**config.mk**
```make
export PLATFORM = sky130hd
export DESIGN_NAME = uart_cmd_seq
export DESIGN_NICKNAME = d
export VERILOG_FILES = /design/src/rtl/uart_pkg.sv /design/src/rtl/uart_timeout_cnt.sv /design/src/rtl/uart_cmd_seq.sv
export SDC_FILE = /design/constraint.sdc
export NUM_CORES = 1
export LEC_CHECK = 0
export CORE_ASPECT_RATIO = 0.5
export CORE_MARGIN = 10
export CORE_UTILIZATION = 45
export CTS_CLUSTER_DIAMETER = 80
export DETAILED_ROUTE_END_ITERATION = 6
export PLACE_DENSITY = 0.75
export SETUP_SLACK_MARGIN = 0.5
export SKIP_LAST_GASP = 1
export SYNTH_ARGS = -nofsm -noshare
export SYNTH_HDL_FRONTEND = slang
export SYNTH_SLANG_ARGS = --single-unit
```
**constraint.sdc**
```tcl
create_clock -name clk -period 3.5 [get_ports clk]
set_input_delay 0.7 -clock clk [delete_from_list [all_inputs] [get_ports clk]]
set_output_delay 0.7 -clock clk [all_outputs]
set_load 0.01 [all_outputs]
```
**src/rtl/uart_pkg.sv**
```systemverilog
// uart_pkg: shared states and timing constants for the UART command path
package uart_pkg;
  typedef enum logic [1:0] {IDLE, COLLECT, HOLD} state_t;
  localparam int CLK_FREQ = 50_000_000;
  localparam int BAUD = 115_200;
  localparam int TIMEOUT_CYC = 60 * (CLK_FREQ / BAUD);
endpackage

```
**src/rtl/uart_timeout_cnt.sv**
```systemverilog
// uart_timeout_cnt: inter-byte timer, flags expiry on its terminal count
module uart_timeout_cnt #(
  parameter int TIMEOUT_CYC = uart_pkg::TIMEOUT_CYC
) (
  input  logic clk,
  input  logic rst_n,
  input  logic clr,
  input  logic en,
  output logic expired
);
  localparam int TW = TIMEOUT_CYC > 1 ? $clog2(TIMEOUT_CYC) : 1;
  logic [TW-1:0] timer;
  assign expired = en && timer == TW'(TIMEOUT_CYC - 1);
  always_ff @(posedge clk or negedge rst_n)
    if (!rst_n) timer <= '0;
    else timer <= (clr || expired) ? '0 : en ? timer + 1'b1 : timer;
endmodule

```
**src/rtl/uart_cmd_seq.sv**
```systemverilog
// uart_cmd_seq: assembles receiver bytes into commands with an inter-byte timeout
module uart_cmd_seq
  import uart_pkg::*;
#(
  parameter int NUM_BYTES = 3,
  parameter int TIMEOUT_CYC = uart_pkg::TIMEOUT_CYC
) (
  input  logic                   clk,
  input  logic                   rst_n,
  input  logic                   rx_rdy,
  input  logic [7:0]             rx_data,
  output logic                   clr_rx_rdy,
  output logic [8*NUM_BYTES-1:0] cmd,
  output logic                   cmd_rdy,
  input  logic                   clr_cmd_rdy,
  output logic                   timeout_err
);
  localparam int CW = $clog2(NUM_BYTES + 1);
  state_t state, state_nxt;
  logic [CW-1:0] byte_cnt;
  logic [8*NUM_BYTES-1:0] cmd_nxt;
  logic capture, last, expired;
  assign capture = rx_rdy && state != HOLD;
  assign clr_rx_rdy = capture;
  assign last = byte_cnt == CW'(NUM_BYTES - 1);
  generate
    if (NUM_BYTES == 1) begin : g_one
      assign cmd_nxt = rx_data;
    end else begin : g_shift
      assign cmd_nxt = {cmd[8*NUM_BYTES-9:0], rx_data};
    end
  endgenerate
  uart_timeout_cnt #(.TIMEOUT_CYC(TIMEOUT_CYC)) u_timer (
    .clk     (clk),
    .rst_n   (rst_n),
    .clr     (capture || state != COLLECT),
    .en      (state == COLLECT),
    .expired (expired)
  );
  // a byte arriving on the terminal timer cycle takes priority over expiry
  always_comb
    state_nxt = capture ? (last ? HOLD : COLLECT)
              : (((state == COLLECT && expired) || (state == HOLD && clr_cmd_rdy)) ? IDLE : state);
  always_ff @(posedge clk or negedge rst_n)
    if (!rst_n) begin
      state       <= IDLE;
      byte_cnt    <= '0;
      cmd         <= '0;
      cmd_rdy     <= 1'b0;
      timeout_err <= 1'b0;
    end else begin
      state       <= state_nxt;
      byte_cnt    <= capture ? byte_cnt + 1'b1 : (state_nxt == IDLE ? '0 : byte_cnt);
      cmd         <= capture ? cmd_nxt : cmd;
      cmd_rdy     <= state_nxt == HOLD;
      timeout_err <= state == COLLECT && expired && !capture;
    end
endmodule
```
==> impl_metrics.yaml <==
power:
  peakVddDrop_uv: 369
  pwr-share-clk: 0.194
  powerDensity_nw_per_um2: 666
  comb_power_share: 0.352
  p_switching_w: 0.000480
  seq_power_share: 0.454
  p_sw_frac: 0.294
  p_int_w: 0.00115
  leakagePower_nw: 1.02
  totalPowerFinal_w: 0.00163
global_route:
  grt_pass1_wl_um: 6260
  grt_pass1_vias: 1355
  grt_max_degree: 46
  antenna_found_initial: 0
  track_usage: 0.103
  overflow: 0
critical_path:
  r2r_start: "state[1]"
  rrSetupSlack_ns: 1.87
  cp_common_cell: "clkdlybuf4s50_1"
  slowest_stage: "clkdlybuf4s50_1"
  cp-start-kind: "input port"
  cp.required_ns: 2.80
  crit_path_max_incr_delay_ns: 0.59
  r2r_cells: 5
  path_cells: "clkdlybuf4s50_1 > nand2_1 > inv_2 > clkdlybuf4s50_1"
  arrival_ns: 2.06
  startpoint: "rx_rdy"
  r2r-end: "cmd[3]"
  critPathKind: "input port to output pin"
  endpoint_kind: "output pin"
  cp_max_fo: 7
final_layout:
  ff_latch_area_um2: 1130
  fill_cells: 324
  diodes: 0
  final_core_util: 0.610
  multiInputGateArea_um2: 766
  drive_above_1_share: 0.202
  syn2layout_area_growth_pct: 26.3
  stdcell_count: 252
  final_nets: 212
drt:
  dr_wl_met2_um: 1920
  viasPerCell: 5.07
  wl_per_cell_um: 14.9
  totalWireLength_um: 3770
  dr.pass1.iters: 4
  topRoutingLayerUsed: "met4"
  ant_nets: 0
  wl_met3_um: 186
  drt-initial-drc-count: 23
  route.detailed.drc: 0
  wl_met1_um: 1580
  num_vias: 1278
clock_network:
  clockRootBuffer: "clkbuf_8"
  cts_tree: "built"
  h-tree-depth: 2
  cts_buffers: 5
  cts_setup_buffers: 0
  clk_pin_slew_ns: 0.08
  cts_num_sinks: 45
  max-clock-path-buffers: 2
  cts_resized: 0
  clkLatencyLatePin_ns: 0.29
  holdBufCountCts: 0
sta:
  post-route-min-period_ns: 2.76
  timing.final.hold_violations: 0
  period_share: 0.787
  maxSlewViolCount: 0
  grt_setup_unrepaired: "no"
  fmax_mhz: 363
  skew_ns: 0.00418
  whs_ns: 0.472
  finalSetupViolCount: 0
  max_slew_margin: 0.358
  timing.setup.tns_ns: 0
  tightest_slew_ns: 0.962
worst_hold_path:
  hp-start: "u_timer.timer[0]"
  whs_endpoint: "u_timer.timer[0]"
  min_path_cells: 1
  worstHoldPathType: "register to register"
yosys:
  ys_warn_count: 0
  synth_top_area_share: 0.579
  ys_seq_area_frac: 0.579
  synth_edf_count: 0
  yosys_most_used_dff: "dfrtp_1"
  syn_nets: 169
  synth.area.top_cells: "dfrtp_1 (58%), mux2_2 (14%), xnor2_1 (4.5%), nor2_1 (3.7%), nand2_1 (1.5%)"
  synth-async-reset-ratio: 1.00
  avgSynthCellArea_um2: 12.5
  synth_area_um2: 1940
  synth.top_cells.by_count: "dfrtp_1 (45), mux2_2 (24), nor2_1 (19)"
  synth.most_common_cell: "dfrtp_1"
  synthDistinctLibCells: 30
  synth_top_cell_by_area: "dfrtp_1"
  ys_ff_latch: 45
  synth_cells: 155
floorplanning:
  die-area_um2: 7510
  initial_core_util: 0.483
  rows: 16
  die_w_um: 113
  io_pins: 39
  die_height_um: 66.5
  coreArea_um2: 4020
placed_design:
  portBuffers: 38
  finalWeightedCongestion: 0.827
  dp_cells: 245
  hpwl_um: 2720
flow_run:
  max_cap_viol_count: 0
run_status:
  outcome: "complete, no violations"
-- state kept, by name, summed over array words and instances (netlist names) --
name / cells
byte_cnt: 2
cmd: 24
cmd_rdy: 1
state: 2
timeout_err: 1
u_timer.timer: 15
-- worst max-delay path: cells and delay by family --
| family | cells | cell delay [ns] |
|---|---|---|
| simple gates | 1 | 0.14 |
| buf+inv | 3 | 1.22 |
-- placed cells by master, fill, tap and decap left out, drive strengths merged --
cell	netlist	routed
dfrtp	45	45
clkdlybuf4s50	0	37
mux2	24	24
nor2	21	21
xnor2	10	10
nand2	8	8
inv	7	7
clkbuf	0	7
nand3	4	4
nor3	4	4
nor2b	3	3
nor4	3	3
xor2	3	3
nand4	3	3
nor4bb	2	2
o21ai	2	2
a21oi	2	2
o22ai	2	2
ha	2	2
buf	3	2
nand2b	1	1
and4	1	1
and4bb	1	1
a221oi	1	1
a31o	1	1
nand3b	1	1
nor3b	1	1
-- kinds of logic after synthesis --
group,count (synthesis),synth area share
and+or+nand+nor,53,0.158
DFF,45,0.579
muxes,24,0.139
xor gates and xnor gates,13,0.0586
buffers and inverters,10,0.0270
AOI/OAI and AO/OA,8,0.0257
adders and majority gates,2,0.0129
-- layer usage --
layer  up-vias  GRT usage
li1        618          -
met1       630      0.105
met2        22      0.185
met3         8     0.0366
met4         0     0.0613
met5         -          0
-- per-stage QoR --
step           instance area [um^2]  setup slack [ns]
2_1_floorplan                  1940              1.72
3_3_place_gp                   2370             0.787
3_5_place_dp                   2370             0.765
4_1_cts                        2450             0.758
5_1_grt                        2450             0.710
6_report                       2450             0.744
-- power groups by stage --
stage | clock [W] | sequential [W] | combinational (W)
final | 0.000316 | 0.000742 | 0.000576
after global routing | 0.000354 | 0.000764 | 0.000623
after CTS | 0.000327 | 0.000744 | 0.000589
after detailed placement | 0 | 0.000752 | 0.000587
after global placement | 0 | 0.000747 | 0.000573
after floorplan | 0 | 0.000792 | 0.000237
-- final cells by class --
class	instances	area share
clock buffers	7	0.0352
multi-input cells	100	0.312
repair buffers	39	0.156
well taps	54	0.0275
inverters	7	0.0107
flip-flops and latches	45	0.459
-- worst max-delay path by stage --
stage	end	slack, ns	cells past startpoint
after CTS	clr_rx_rdy	0.76	4
after floorplan	clr_rx_rdy	1.72	3
after global routing	clr_rx_rdy	0.71	4
after global placement	clr_rx_rdy	0.79	4
after detailed placement	clr_rx_rdy	0.76	4
final	clr_rx_rdy	0.74	4
Note: power is estimated with default switching activity, not from simulation.
==> patch (same flow settings) <==
The package constant `CLK_FREQ` goes from 50_000_000 to 200_000_000.
--- a/src/rtl/uart_pkg.sv
+++ b/src/rtl/uart_pkg.sv
@@ -1,7 +1,7 @@
 // uart_pkg: shared states and timing constants for the UART command path
 package uart_pkg;
   typedef enum logic [1:0] {IDLE, COLLECT, HOLD} state_t;
-  localparam int CLK_FREQ = 50_000_000;
+  localparam int CLK_FREQ = 200_000_000;
   localparam int BAUD = 115_200;
   localparam int TIMEOUT_CYC = 60 * (CLK_FREQ / BAUD);
 endpackage
Function: no difference found for any inputs over 10 cycles, from zero or initial values and one cycle with rst_n low; that may be too few to reach the edited logic, so the function may still have changed.
==> patch against the unedited design <==
  * First-iteration DRC count increased by 39%
  * Sequential cell count increased by 2
  * Power grew 4.9%
  * Wire length up 4.7%
  * Critical endpoint unchanged
  * Via count is 8.7% higher
  * Area after synthesis up 4.8%
  * Cell area is 4.8% higher
  * Clock power is 20% higher
  * Worst setup slack worse by 9.1 ps
  * Fmax shrank 0.33%
  * Count of clock-buffer cells in the layout down 1
  * Clock skew increased by 0.73 ps
  * Non-clock buffer count unchanged
==> patch: results (changes against the unedited design) <==
Global routing
  – Met1 Use GR: 12.0% (was 10.5%)
  – GR Util met2: 18.5% (about the same)
  – Met3 Use GR: 3.01% (was 3.66%)
  – First-pass GRT wire length: 6680 µm (was 6260 µm)
  – Largest net degree at the start of global routing: 48 (was 46)
  – Vias in the first global route: 1,385 (was 1,355)
  – GRT Resource Usage Total: 10.6% (was 10.3%)

Yosys
  – Syn Nets: 182 (was 169)
  – Register area share after synthesis: 57.7% (was 57.9%)
  – Share of the synthesized area in the top cell type: 57.7% (was 57.9%)
  – Main area contributors after synthesis: dfrtp_1 (58%), mux2_2 (13%), xnor2_1 (4.7%) (was dfrtp_1 (58%), mux2_2 (14%), xnor2_1 (4.5%))
  – Synth cell count leaders: dfrtp_1 (47), mux2_2 (24), nor2_1 (21) (was dfrtp_1 (45), mux2_2 (24), nor2_1 (19))

Clock tree
  – Root Buffer: clkbuf_8 (unchanged)

Route
  – Via-to-Cell Ratio: 5.18 (was 5.07)
  – DR iter-0 viols: 32 (was 23)

Power and ir drop
  – Switching fraction of total power: 28.6% (was 29.4%)
  – Clk pwr share: 22.1% (was 19.4%)
  – Seq power: 0.772 mW (was 0.742 mW)
  – VDD IR-drop max: 0.316 mV (was 0.369 mV)

Placed design
  – Setup slack at placement: 727 ps (was 765 ps)
  – Placer Congestion: 0.812 (was 0.827)

Run status
  – Status: complete, no violations (unchanged)

Finish
  – Biggest regs: cmd (24), u_timer.timer (17) (was cmd (24), u_timer.timer (15))
  – Layout cells sized above 1: 18.0% (was 20.2%)
  – Fillers: 359 (was 324)
  – Nets@finish: 225 (was 212)
==> patch: cell type report <==
type | instances | area (µm²) | area share, %
clock buffer | 6 | 72.6 | 2.82
timing repair buffer | 39 | 383 | 14.9
clock inverter | 1 | 30.0 | 1.17
multi-input combinational | 110 | 810 | 31.5
sequential | 47 | 1180 | 45.7
tap | 57 | 71.3 | 2.77
inverter | 8 | 30.0 | 1.17
==> patch: per-stage QoR <==
step,cells,cell area [µm²],power [mW]
after global placement,261,2470,1.34
after CTS,268,2570,1.74
after detailed placement,261,2470,1.36
final,268,2570,1.71
after global routing,268,2570,1.83
after floorplan,168,2040,1.05
==> patch: worst max-delay path, delay by kind of cell <==
kind	cells	cell delay (ps)
buf+inv	3	1210
simple gates	1	160
==> patch: path summary, 6_finish.rpt <==
check	start	to	slack, ps	depth (start not counted)
setup / recovery	rx_rdy	clr_rx_rdy	740	4
hold / removal	byte_cnt[0]	byte_cnt[0]	480	1
setup reg to reg	u_timer.timer[0]	u_timer.timer[16]	1360	5
hold reg to reg	byte_cnt[0]	byte_cnt[0]	480	1
max in group asynchronous	rst_n	u_timer.timer[7]	2320	1
min in group asynchronous	rst_n	cmd[10]	570	1
==> patch: metal layers <==
| metal | wire, µm | part of all wire [%] | vias up |
|---|---|---|---|
| met4 | 56 | 1.4 | 0 |
| met5 | 0 | 0 | - |
| li1 | - | - | 673 |
| met2 | 2050 | 52 | 27 |
| met1 | 1630 | 41 | 684 |
| met3 | 201 | 5.1 | 5 |
==> patch: cells by family (layout without fill, tap and decap cells) <==
family	count (synthesis)	in the layout	synth area share, %
DFF	47	47	57.7
muxes	24	24	13.3
and+or+nand+nor	59	59	15.5
AOI/OAI and AO/OA	10	10	3.26
adders and majority gates	2	2	1.23
xor gates and xnor gates	15	15	6.45
buffers and inverters	11	54	2.52
